`config.mk`:
```
export PLATFORM = sky130hd
export DESIGN_NAME = phtime_ctrl
export DESIGN_NICKNAME = d
export VERILOG_FILES = /design/src/rtl/phtime_ctrl_pkg.sv /design/src/rtl/phtime_rr_arb.sv /design/src/rtl/phtime_ctrl.sv
export SDC_FILE = /design/constraint.sdc
export NUM_CORES = 1
export LEC_CHECK = 0
export BUFFER_PORTS_ARGS = -buffer_cell sky130_fd_sc_hd__buf_2
export CORE_UTILIZATION = 45
export CTS_CLUSTER_SIZE = 10
export DETAILED_ROUTE_END_ITERATION = 10
export PLACE_DENSITY = 0.73
export SLEW_MARGIN = 5
export SYNTH_ARGS = -nofsm -noshare
export SYNTH_HDL_FRONTEND = slang
export SYNTH_SLANG_ARGS = --single-unit
```
`constraint.sdc`:
```
create_clock -name clk -period 2.8 [get_ports clk]
set_clock_uncertainty 0.05 [all_clocks]
set_input_delay 0.14 -clock clk [delete_from_list [all_inputs] [get_ports clk]]
set_output_delay 0.14 -clock clk [all_outputs]
set_load 0.02 [all_outputs]
```
`src/rtl/phtime_ctrl_pkg.sv`:
```
// Shared types and defaults for the phase-time multiplier sequencer.
// Holds the controller state enum, the default word widths and the requester-id width helper.
package phtime_ctrl_pkg;

    localparam int FWIDTH_DEF = 27;
    localparam int TWIDTH_DEF = 18;

    typedef enum logic [2:0] {
        IDLE,
        LOAD,
        WAIT,
        RUN,
        PEND
    } state_t;

    function automatic int id_width(input int n);
        return (n > 1) ? $clog2(n) : 1;
    endfunction

endpackage

```
`src/rtl/phtime_rr_arb.sv`:
```
// Round-robin arbiter: the first asserted req at or after the pointer wins.
// Latency: grant is combinational; the pointer moves past the winner on en & |req.
// Backpressure: grants nothing while en is low; requesters simply hold their req.
module phtime_rr_arb
    import phtime_ctrl_pkg::*;
#(
    parameter int NREQ = 4,
    parameter int IW   = id_width(NREQ)
) (
    input  logic            clk,
    input  logic            reset,
    input  logic [NREQ-1:0] req,
    input  logic            en,
    output logic [NREQ-1:0] gnt,
    output logic [IW-1:0]   idx
);

    logic [IW-1:0] ptr;
    logic [IW-1:0] cand;
    logic          found;

    always_comb begin
        idx   = '0;
        cand  = '0;
        found = 1'b0;
        for (int k = 0; k < NREQ; k++) begin
            cand = IW'((int'(ptr) + k) % NREQ);
            if (!found && req[cand]) begin
                found = 1'b1;
                idx   = cand;
            end
        end
        gnt = (en && found) ? (NREQ'(1) << idx) : '0;
    end

    always_ff @(posedge clk or posedge reset) begin
        if (reset)
            ptr <= '0;
        else if (en && |req)
            ptr <= (idx == IW'(NREQ - 1)) ? '0 : idx + 1'b1;
    end

endmodule

```
`src/rtl/phtime_ctrl.sv`:
```
// Sequencer/arbiter sharing one freq x tcnt datapath between NREQ requesters.
// Latency: transfer in N -> LOAD in N+1 -> dp_freq/dp_tcnt=0/dp_reset low from N+2.
// Backpressure: req_ready only in IDLE/RUN; PHTIME_CTRL_WRAP_ALIGN_EN defers RUN loads to a tcnt wrap.
module phtime_ctrl
    import phtime_ctrl_pkg::*;
#(
    parameter int NREQ     = 4,
    parameter int FWIDTH   = FWIDTH_DEF,
    parameter int TWIDTH   = TWIDTH_DEF,
    parameter int PIPE_LAT = 4,
    parameter int TMO      = 8,
    parameter int IW       = id_width(NREQ)
) (
    input  logic                   clk,
    input  logic                   reset,
    input  logic [NREQ-1:0]        req_valid,
    input  logic [NREQ*FWIDTH-1:0] req_freq,
    output logic [NREQ-1:0]        req_ready,
    output logic [FWIDTH-1:0]      dp_freq,
    output logic [TWIDTH-1:0]      dp_tcnt,
    output logic                   dp_reset,
    input  logic                   dp_valid,
    output logic [IW-1:0]          active_id,
    output logic                   settled,
    output logic                   tmo_err
);

    // A timeout no longer than the pipeline would flag every healthy datapath.
    localparam int TMO_EFF = (TMO > PIPE_LAT) ? TMO : PIPE_LAT + 1;
    localparam int WCW     = $clog2(TMO_EFF);
    localparam logic [TWIDTH-1:0] TMAX = '1;

    state_t            state;
    logic [FWIDTH-1:0] pend_freq;
    logic [FWIDTH-1:0] sel_freq;
    logic [IW-1:0]     pend_id;
    logic [IW-1:0]     gnt_idx;
    logic [WCW-1:0]    wcnt;
    logic              grant_en;
    logic              xfer;
    logic              go_load;
    logic              go_pend;

    assign grant_en = !reset && (state == IDLE || state == RUN);
    assign xfer     = grant_en && |req_valid;
    assign sel_freq = req_freq[gnt_idx*FWIDTH +: FWIDTH];

    phtime_rr_arb #(
        .NREQ (NREQ),
        .IW   (IW)
    ) u_arb (
        .clk   (clk),
        .reset (reset),
        .req   (req_valid),
        .en    (grant_en),
        .gnt   (req_ready),
        .idx   (gnt_idx)
    );

    always_comb begin
        go_load = 1'b0;
        go_pend = 1'b0;
        case (state)
            IDLE: go_load = xfer;
`ifdef PHTIME_CTRL_WRAP_ALIGN_EN
            // A transfer on the last tcnt already sits on the boundary.
            RUN: begin
                go_load = xfer && (dp_tcnt == TMAX);
                go_pend = xfer && (dp_tcnt != TMAX);
            end
            PEND: go_load = (dp_tcnt == TMAX);
`else
            RUN: go_load = xfer;
`endif
            default: ;
        endcase
    end

    always_ff @(posedge clk or posedge reset) begin
        if (reset) begin
            state     <= IDLE;
            dp_freq   <= '0;
            dp_tcnt   <= '0;
            dp_reset  <= 1'b1;
            active_id <= '0;
            settled   <= 1'b0;
            tmo_err   <= 1'b0;
            pend_freq <= '0;
            pend_id   <= '0;
            wcnt      <= '0;
        end else begin
            if (xfer) begin
                pend_freq <= sel_freq;
                pend_id   <= gnt_idx;
            end
            case (state)
                IDLE: ;
                LOAD: begin
                    dp_freq   <= pend_freq;
                    active_id <= pend_id;
                    dp_reset  <= 1'b0;
                    dp_tcnt   <= '0;
                    wcnt      <= '0;
                    state     <= WAIT;
                end
                WAIT: begin
                    dp_tcnt <= dp_tcnt + 1'b1;
                    if (dp_valid) begin
                        settled <= 1'b1;
                        state   <= RUN;
                    end else if (wcnt == WCW'(TMO_EFF - 1)) begin
                        // Run on regardless; settled stays low since the datapath never confirmed.
                        tmo_err <= 1'b1;
                        state   <= RUN;
                    end else begin
                        wcnt <= wcnt + 1'b1;
                    end
                end
                RUN, PEND: begin
                    dp_tcnt <= dp_tcnt + 1'b1;
                    if (!dp_valid) begin
                        settled <= 1'b0;
                        tmo_err <= 1'b1;
                    end
                end
                default: state <= IDLE;
            endcase
            if (go_pend)
                state <= PEND;
            // Restart overrides the free-running count, including a wrap in the same cycle.
            if (go_load) begin
                state    <= LOAD;
                dp_reset <= 1'b1;
                dp_tcnt  <= '0;
                settled  <= 1'b0;
            end
        end
    end

endmodule

```
==> flow_metrics.py, run 1 <==
metrics = {
    "outcome": {
        "status": "completed",
    },
    "setup_path": {
        "worst_path_max_delay_cell": "nor2_2",
        "critPathArrivalTime_ns": 2.30,
        "start_kind": "flip-flop",
        "cp.required_ns": 2.61,
        "worstPathMaxFanout": 28,
        "crit_type": "reg2out",
        "cp_num_buf_inv": 2,
        "endpoint_kind": "output port",
        "max_stage_delay_ns": 0.40,
        "cp_cell_sequence": "inv_1 -> ha_1 -> nand2b_1 -> nor2_2 -> nand2_4 -> nor2_1 -> buf_2",
        "critical-path-top-delay-family": "simple AND/OR/NAND/NOR gates",
    },
    "cts": {
        "cts-root-buf": "clkbuf_8",
        "cts_tree": "done",
        "cts_buffers": 9,
        "clk_pin_slew_ns": 0.09,
        "cts_buffer_depth": 2,
        "h-tree-depth": 3,
        "clock_latency_ns": 0.35,
        "post_cts_buffers": 0,
        "cts_sinks": 86,
    },
    "floorplanning": {
        "core_area_sq_um": 9328,
        "pin_count": 169,
        "die_w_um": 100.8,
        "dieArea_sq_um": 10160,
        "start_util": 0.4707,
        "placementRows": 35,
        "die-height_um": 100.8,
    },
    "power_and_ir_drop": {
        "ir_drop_mv": 0.4557,
        "leakagePower_nw": 2.820,
        "p_per_area_nw_per_um2": 970.2,
    },
    "sta": {
        "tightestPinTransition_ns": 0.6896,
        "fmax_ghz": 0.4018,
        "rsz0062_at_grt": "false",
        "final_hold_viol_count": 0,
        "post-route-min-period_ns": 2.489,
        "slew-limit-headroom": 0.5398,
        "setup_violations": 0,
        "slew_viol_final": 0,
        "post-route-period-util": 0.8889,
        "setup-tns-final_ns": 0,
    },
    "yosys": {
        "syn-num-nets": 509,
        "ys_async_sr_fraction": 1.000,
        "yosys_most_used_dff": "dfrtp_1",
        "synth_largest_type_area_fraction": 0.4845,
        "synth-edff-count": 0,
        "yosysSeqAreaShare": 0.4905,
        "synth.area.top_cells": "dfrtp_1 (48%), mux2i_1 (13%), mux2_2 (7.7%)",
        "synth_area_sq_um": 4390,
        "synth.distinct_cells": 46,
        "synthCells": 386,
        "synthTopCellsByCount": "dfrtp_1 (85), mux2i_1 (55), nand2_1 (45)",
        "synth.largest_area_cell": "dfrtp_1",
        "ys_ff_latch": 86,
        "avgSynthCellArea_sq_um": 11.37,
        "yosysMostFrequentCell": "dfrtp_1",
        "ys_warn_count": 0,
    },
    "final_layout": {
        "area_delta_synth_final_pct": 26.87,
        "final_util": 0.5972,
        "nets": 674,
        "diodes": 0,
        "drive_gt1_frac": 0.4191,
    },
    "place": {
        "io_buffers": 168,
        "routabilityCongestion": 0.7821,
        "dpl.hpwl_um": 7589,
    },
    "run": {
        "max-cap-violations": 0,
    },
    "min_path": {
        "hp-class": "in2reg",
    },
    "routing": {
        "ant_nets": 0,
        "drc": 0,
        "routedWlPerCell_um": 15.40,
        "initialDrtViolationCount": 125,
        "dr.pass1.iters": 5,
        "drt_wl_total_um": 10550,
        "vias_per_cell": 5.321,
        "via_count": 3645,
    },
    "global_routing": {
        "grt_pass1_wl_um": 16930,
        "grt_pass1_vias": 3547,
        "grt_usage": 0.2170,
        "grt_max_degree": 49,
        "grt_overflow": 0,
        "antenna_found_initial": 0,
    },
}
-- final cells by class --
cell class	count	area, sq um
timing repair buffer	177	938.4
multi-input combinational	268	2061
fill	806	3757
clock inverter	7	97.59
clock buffer	9	123.9
sequential	86	2153
inverter	9	35.03
tap	129	161.4
-- cell families (layout without fill, tap and decap cells) --
family,after synthesis,in the layout,synth area share
adders and majority gates,8,8,0.02280
and+or+nand+nor,103,103,0.1126
muxes,85,85,0.2023
xor gates and xnor gates,16,16,0.03192
buffers and inverters,32,202,0.04446
AOI/OAI and AO/OA,56,56,0.09547
DFF,86,86,0.4905
-- layer usage --
metal	global-route usage	up-vias	share of wire
li1	-	1723	-
met1	0.2773	1750	0.43
met2	0.3678	162	0.49
met3	0.04646	10	0.070
met4	0.07023	0	0.011
met5	0	-	0
-- what timing repair did --
item | CTS | global route
gates resized for setup | 0 | 2
hold buffers | 2 | 0
endpoints found under the setup margin | 0 | 1
endpoints found under the hold margin | 38 | 0
-- worst register-to-register path: stages (launching register included) --
cell and delay (ns):
dfrtp_1 0.38, inv_1 0.07, ha_1 0.35, nor3_2 0.35, o21a_1 0.50, nor3_1 0.15, xnor2_1 0.19, nor2_1 0.06
-- sequential cells by signal (all words and copies together), names as in the netlist --
signal and cells:
state 2, dp_freq 27, wcnt 3, dp_reset 1, active_id 2, pend_freq 27
dp_tcnt 18, tmo_err 1, settled 1, u_arb.ptr 2, pend_id 2
-- cell usage in the layout, fill, tap and decap left out, types with 3 or more instances in the layout --
cell type	n
a21oi_1	7
buf_2	168
buf_4	5
clkbuf_8	9
clkinv_2	3
dfrtp_1	85
ha_1	7
inv_1	7
mux2_2	30
mux2i_1	55
nand2_1	44
nand2b_1	3
nand3_1	4
nand4_1	4
nor2_1	22
nor3_1	4
nor4_1	5
nor4b_1	3
o21ai_0	11
o221ai_1	27
xnor2_1	13
xor2_1	3
-- power breakdown --
part	internal, mW	switching (mW)
logic	1.02	1.41
clock network	0.507	0.466
registers	1.73	0.275
total	3.26	2.15
-- final timing paths --
| path | start | endpoint | slack [ns] | depth (start not counted) |
|---|---|---|---|---|
| min in group asynchronous | reset | dp_tcnt[0] | 0.40 | 3 |
| worst min register to register | tmo_err | tmo_err | 0.43 | 1 |
| max in group asynchronous | reset | pend_freq[26] | 1.62 | 4 |
| worst max-delay path | state[0] | req_ready[0] | 0.31 | 7 |
| worst max register to register | state[0] | dp_tcnt[13] | 0.57 | 7 |
| worst min-delay path | req_freq[45] | pend_freq[18] | 0.05 | 3 |
-- stage by stage --
step           area [sq um]  setup WS, ns  instances  total power, mW  hold WS, ns
3_5_place_dp           5321        0.5507        667            4.455       0.2197
6_report               5570        0.3111        685            5.404      0.05235
5_1_grt                5570       0.09115        685            5.776      0.03819
4_1_cts                5563        0.1510        685            5.442      0.04525
2_1_floorplan          4390        0.3898        386            3.808       0.1883
3_3_place_gp           5321        0.6409        667            4.367       0.2173
(Power assumes the default switching activity.)
==> run 2, diff against run 1 <==
GPL_TIMING_DRIVEN = 0   (was not set)
==> flow_metrics.py, run 2 (same netlist as run 1, synthesis figures left out) <==
metrics = {
    "setup_path": {
        "crit_start": "state[0]",
        "cp.required_ns": 2.61,
        "crit_type": "reg2out",
        "r2r-end": "dp_tcnt[9]",
        "r2r_cells": 8,
        "critPathArrivalTime_ns": 2.28,
        "start_kind": "flip-flop",
        "endpoint_kind": "output port",
        "reg2reg_from": "state[0]",
        "worstPathMaxFanout": 10,
        "rrSetupSlack_ns": 0.65,
    },
    "sta": {
        "setup-tns-final_ns": 0,
        "rsz0062_at_grt": "false",
        "slew_viol_final": 0,
        "final_hold_viol_count": 0,
        "timing.hold.ws_ns": 0.04832,
        "setup_violations": 0,
        "post-route-min-period_ns": 2.475,
        "tightestPinTransition_ns": 0.6673,
        "fmax_ghz": 0.4041,
        "post-route-period-util": 0.8838,
        "slew-limit-headroom": 0.5551,
    },
    "final_layout": {
        "diodes": 0,
        "top_regs": "dp_freq: 27 flops, pend_freq: 27 flops, dp_tcnt: 18 flops",
        "mostFrequentLayoutCells": "buf_2 (175), dfrtp_1 (85), mux2i_1 (55)",
        "final_util": 0.6102,
        "final_common_cell": "buf_2",
        "post-route-cell-area_sq_um": 5692,
        "area_delta_synth_final_pct": 29.64,
        "stdcell_count": 701,
        "nets": 691,
        "fillers": 844,
        "drive_gt1_frac": 0.4161,
    },
    "floorplanning": {
        "pin_count": 169,
        "dieArea_sq_um": 10160,
        "core_area_sq_um": 9328,
        "placementRows": 35,
        "die-height_um": 100.8,
        "die_w_um": 100.8,
        "start_util": 0.4707,
    },
    "routing": {
        "dr.pass1.iters": 4,
        "ant_nets": 0,
        "drc": 0,
        "via_count": 3735,
        "initialDrtViolationCount": 111,
        "vias_per_cell": 5.328,
        "drt_wl_total_um": 11160,
        "routedWlPerCell_um": 15.92,
    },
    "place": {
        "io_buffers": 168,
        "routabilityCongestion": 0.8149,
        "place_area_sq_um": 5423,
        "dpl.hpwl_um": 8461,
        "dp.cells": 684,
    },
    "cts": {
        "h-tree-depth": 3,
        "cts-root-buf": "clkbuf_8",
        "cts_buffers": 9,
        "clock_latency_ns": 0.35,
        "clk_pin_slew_ns": 0.09,
        "cts_buffer_depth": 2,
        "post_cts_buffers": 0,
        "cts_sinks": 86,
        "cts_tree": "done",
    },
    "min_path": {
        "worstHoldPathCells": 3,
        "min_to": "pend_freq[19]",
        "hp-class": "in2reg",
        "min_from": "req_freq[46]",
    },
    "global_routing": {
        "grt_overflow": 0,
        "grt_pass1_wl_um": 17950,
        "grt_usage": 0.2316,
        "antenna_found_initial": 0,
        "grt_pass1_vias": 3639,
        "grt_max_degree": 49,
    },
    "power_and_ir_drop": {
        "p_per_area_nw_per_um2": 988.6,
        "pwr-share-seq": 0.356,
        "p_comb_frac": 0.456,
        "leakagePower_nw": 2.879,
        "p_int_mw": 3.444,
        "ir_drop_mv": 0.5246,
        "switching_share": 0.3879,
        "p_switching_mw": 2.183,
        "power.share.clock": 0.188,
    },
    "run": {
        "max-cap-violations": 0,
    },
    "outcome": {
        "status": "completed",
    },
}
## run 2: changes by cell type in the layout (fill, tap and decap cells not counted), sizes merged
cell / before / now
buf: 175 / 184
bufinv: 2 / 3
clkbuf: 9 / 18
clkinv: 4 / 0
inv: 9 / 10
## run 2: worst max-delay path, cell delays in order, from the launching register on
cell      delay [ns]
dfrtp_1         0.39
inv_1           0.07
ha_1            0.33
nand2b_1        0.14
nor2_4          0.26
nand2_2         0.21
buf_2           0.26
nor2_1          0.11
buf_2           0.16
## run 2: per-layer routing
layer	global-route usage	part of all wire	vias to the layer above	routed length (um)
li1	-	-	1760	-
met1	0.2798	0.42	1818	4651
met2	0.4020	0.50	143	5577
met3	0.04577	0.066	14	733
met4	0.1003	0.018	0	199
met5	0	0	-	0
## run 2: cell type report
type,count,area (sq um),area share
Clock inverter,5,106.4,0.01869
Inverter,9,36.28,0.006375
Buffer,23,161.4,0.02836
Timing Repair Buffer,171,888.4,0.1561
Tap cell,129,161.4,0.02836
Clock buffer,10,137.6,0.02418
Sequential cell,86,2153,0.3783
Multi-Input combinational cell,268,2047,0.3596
## run 2: worst max path at each step
stage | end | slack (ns) | cells past startpoint
floorplan | active_id[0] | 0.39 | 1
CTS | req_ready[0] | 0.17 | 8
detailed placement | req_ready[0] | 0.56 | 8
finish | req_ready[0] | 0.33 | 8
global placement | dp_freq[13] | -0.55 | 2
global route | req_ready[0] | 0.15 | 8
## run 2: power groups by stage
stage	Clock (mW)	Sequential, mW	Combinational, mW
global placement	0	1.99	2.51
detailed placement	0	2.03	2.58
CTS	1.07	2.01	2.59
finish	1.06	2.00	2.56
global route	1.13	2.07	2.82
floorplan	0	2.24	1.57
## run 2: timing repair
| action | in CTS | in global routing |
|---|---|---|
| gates resized for setup | 0 | 1 |
| hold buffers | 2 | 0 |
| endpoints found under the hold margin | 38 | 0 |
| setup endpoints to repair | 0 | 1 |
## run 2: through the flow
step	setup slack, ns	power [mW]
3_3_place_gp	-0.5505	4.499
3_5_place_dp	0.5558	4.606
5_1_grt	0.1476	6.016
2_1_floorplan	0.3898	3.808
4_1_cts	0.1689	5.667
6_report	0.3255	5.627
==> run 3, diff against run 2 <==
BUFFER_PORTS_ARGS = -buffer_cell sky130_fd_sc_hd__buf_4   (was -buffer_cell sky130_fd_sc_hd__buf_2)
MAX_ROUTING_LAYER = met4   (was not set)
SYNTH_HIERARCHICAL = 1   (was not set)
==> flow_metrics.py, run 3 <==
metrics = {
    "yosys": {
        "syn-num-nets": 530,
        "synth_area_sq_um": 4512,
        "avgSynthCellArea_sq_um": 11.17,
        "synth.largest_area_cell": "dfrtp_1",
        "synthTopCellsByCount": "nand2_1 (98), dfrtp_1 (85), mux2_2 (29)",
        "synth_largest_type_area_fraction": 0.4714,
        "synth.area.top_cells": "dfrtp_1 (47%), mux4_2 (13%), nand2_1 (8.2%)",
        "synthCells": 404,
        "synth.distinct_cells": 46,
        "ys_async_sr_fraction": 1.000,
        "ys_ff_latch": 86,
        "ys_warn_count": 6,
        "yosysMostFrequentCell": "nand2_1",
        "yosys_most_used_dff": "dfrtp_1",
        "yosysSeqAreaShare": 0.4773,
        "synth-edff-count": 0,
    },
    "routing": {
        "via_count": 3895,
        "dr.pass1.iters": 4,
        "ant_nets": 0,
        "drt_wl_total_um": 11130,
        "drc": 0,
        "initialDrtViolationCount": 131,
        "vias_per_cell": 5.380,
        "routedWlPerCell_um": 15.37,
    },
    "run": {
        "max-cap-violations": 0,
    },
    "floorplanning": {
        "start_util": 0.4637,
        "die_w_um": 102.1,
        "die-height_um": 102.1,
        "pin_count": 169,
        "dieArea_sq_um": 10430,
        "placementRows": 36,
        "core_area_sq_um": 9729,
    },
    "place": {
        "dpl_worst_slack_ns": 0.04866,
        "dpl.hpwl_um": 8533,
        "io_buffers": 168,
        "routabilityCongestion": 0.8115,
        "dp.cells": 706,
    },
    "outcome": {
        "status": "completed",
    },
    "power_and_ir_drop": {
        "p_per_area_nw_per_um2": 960.0,
        "ir_drop_mv": 0.4092,
        "leakagePower_nw": 3.005,
    },
    "final_layout": {
        "drive_gt1_frac": 0.4365,
        "mostFrequentLayoutCells": "buf_4 (168), nand2_1 (98), dfrtp_1 (85)",
        "top_regs": "dp_freq: 27 flops, pend_freq: 27 flops, dp_tcnt: 18 flops",
        "nets": 712,
        "final_util": 0.6412,
        "area_delta_synth_final_pct": 38.27,
        "final_common_cell": "buf_4",
        "diodes": 0,
        "stdcell_count": 724,
    },
    "global_routing": {
        "grt_pass1_vias": 3707,
        "grt_usage": 0.2282,
        "grt_max_degree": 45,
        "antenna_found_initial": 0,
        "grt_pass1_wl_um": 17510,
        "grt_overflow": 0,
    },
    "setup_path": {
        "critPathArrivalTime_ns": 2.71,
        "endpoint_kind": "flip-flop",
        "r2r-end": "pend_freq[3]",
        "r2r_cells": 8,
        "worstPathMaxFanout": 10,
        "cp.required_ns": 3.00,
        "reg2reg_from": "u_arb/ptr[0]",
        "cp_num_buf_inv": 2,
        "worst_path_max_delay_cell": "mux4_2",
        "critical-path-top-delay-family": "compound AO/OA/AOI/OAI gates",
        "start_kind": "flip-flop",
        "rrSetupSlack_ns": 0.29,
        "crit_type": "reg2reg",
        "crit_start": "u_arb/ptr[0]",
        "max_stage_delay_ns": 0.53,
        "cp_cell_sequence": "nor2b_1 -> o21ai_0 -> o211a_1 -> clkbuf_4 -> clkbuf_4 -> mux4_2 -> nand2_1 -> nand2_1",
    },
    "sta": {
        "fin_ws_ns": 0.2884,
        "post-route-period-util": 0.8970,
        "slew-limit-headroom": 0.5691,
        "post-route-min-period_ns": 2.512,
        "slew_viol_final": 0,
        "setup_violations": 0,
        "final_hold_viol_count": 0,
        "fmax_ghz": 0.3982,
        "rsz0062_at_grt": "false",
        "tightestPinTransition_ns": 0.6463,
    },
    "min_path": {
        "min_from": "req_valid[3]",
        "min_to": "u_arb/ptr[0]",
        "worstHoldPathCells": 3,
        "hp-class": "in2reg",
    },
    "cts": {
        "clk_pin_slew_ns": 0.09,
        "cts-root-buf": "clkbuf_8",
        "cts_buffers": 9,
        "h-tree-depth": 3,
        "cts_tree": "done",
        "cts_sinks": 86,
        "post_cts_buffers": 0,
        "cts_buffer_depth": 2,
        "clock_latency_ns": 0.36,
    },
}
-- run 3: changes by cell type after synthesis, sizes merged, moves of 11 or more --
cell and delta:
xnor2 -13, nor2 -17, o221ai -27, nand2 +52, mux2i -53, mux4 +27, a21oi +11, or4 +11
-- run 3: worst max path at each step --
stage | to | slack, ns | cells after the start
floorplan | active_id[0] | 0.45 | 1
global route | pend_freq[19] | 0.03 | 8
finish | pend_freq[3] | 0.29 | 8
CTS | pend_freq[3] | 0.02 | 8
global placement | dp_freq[26] | -0.54 | 2
detailed placement | pend_freq[6] | 0.05 | 8
-- run 3: final cells by class --
class	instances	area, sq um
fill	837	3491
multi-input combinational	287	2235
sequential	86	2153
timing repair buffer	171	1301
tap	133	166.4
clock buffer	9	123.9
clock inverter	7	120.1
buffer	23	106.4
inverter	8	32.53
-- run 3: tightest hold or removal path, delay by kind of cell --
kind | cells | cell delay (ns)
AO/OA/AOI/OAI | 2 | 0.19
buffers and inverters | 1 | 0.12
-- run 3: cells by family (layout without fill, tap and decap cells) --
kind of cell	after synthesis	after routing	share of synthesized area
adder cells (fa/ha/maj)	11	11	0.03050
multiplexers	59	59	0.2149
flip-flops	86	86	0.4773
AO/OA/AOI/OAI	61	61	0.08541
AND/OR/NAND/NOR	156	156	0.1644
buffers and inverters	31	218	0.02745
-- run 3: timing repair --
item                       in CTS  in global routing
resized for setup               0                 10
setup endpoints to repair       0                 23
hold buffers                    2                  0
hold endpoints to repair       46                  0
-- run 3: layer usage --
layer  routed length (um)  share of wire  track usage  vias to the layer above
met5                    0              0            -                        -
met4                  108         0.0097      0.06923                        0
met3                  536          0.048      0.04856                        8
met2                 5863           0.53       0.3779                      130
met1                 4620           0.42       0.2810                     1925
li1                     -              -            -                     1832
-- run 3: per-stage QoR --
stage	setup TNS (ns)	power (mW)	hold WS [ns]	instance area, sq um
floorplan	0	3.944	-0.1688	4512
global placement	-44.48	4.867	-0.03381	5939
detailed placement	0	4.959	-0.01557	5962
CTS	0	6.047	0.06362	6226
global route	0	6.433	0.06908	6238
finish	0	5.989	0.08495	6238
-- run 3: power by group --
group	internal (mW)	switching (mW)
Combinational	1.35	1.56
Sequential	1.73	0.291
Clock	0.597	0.463
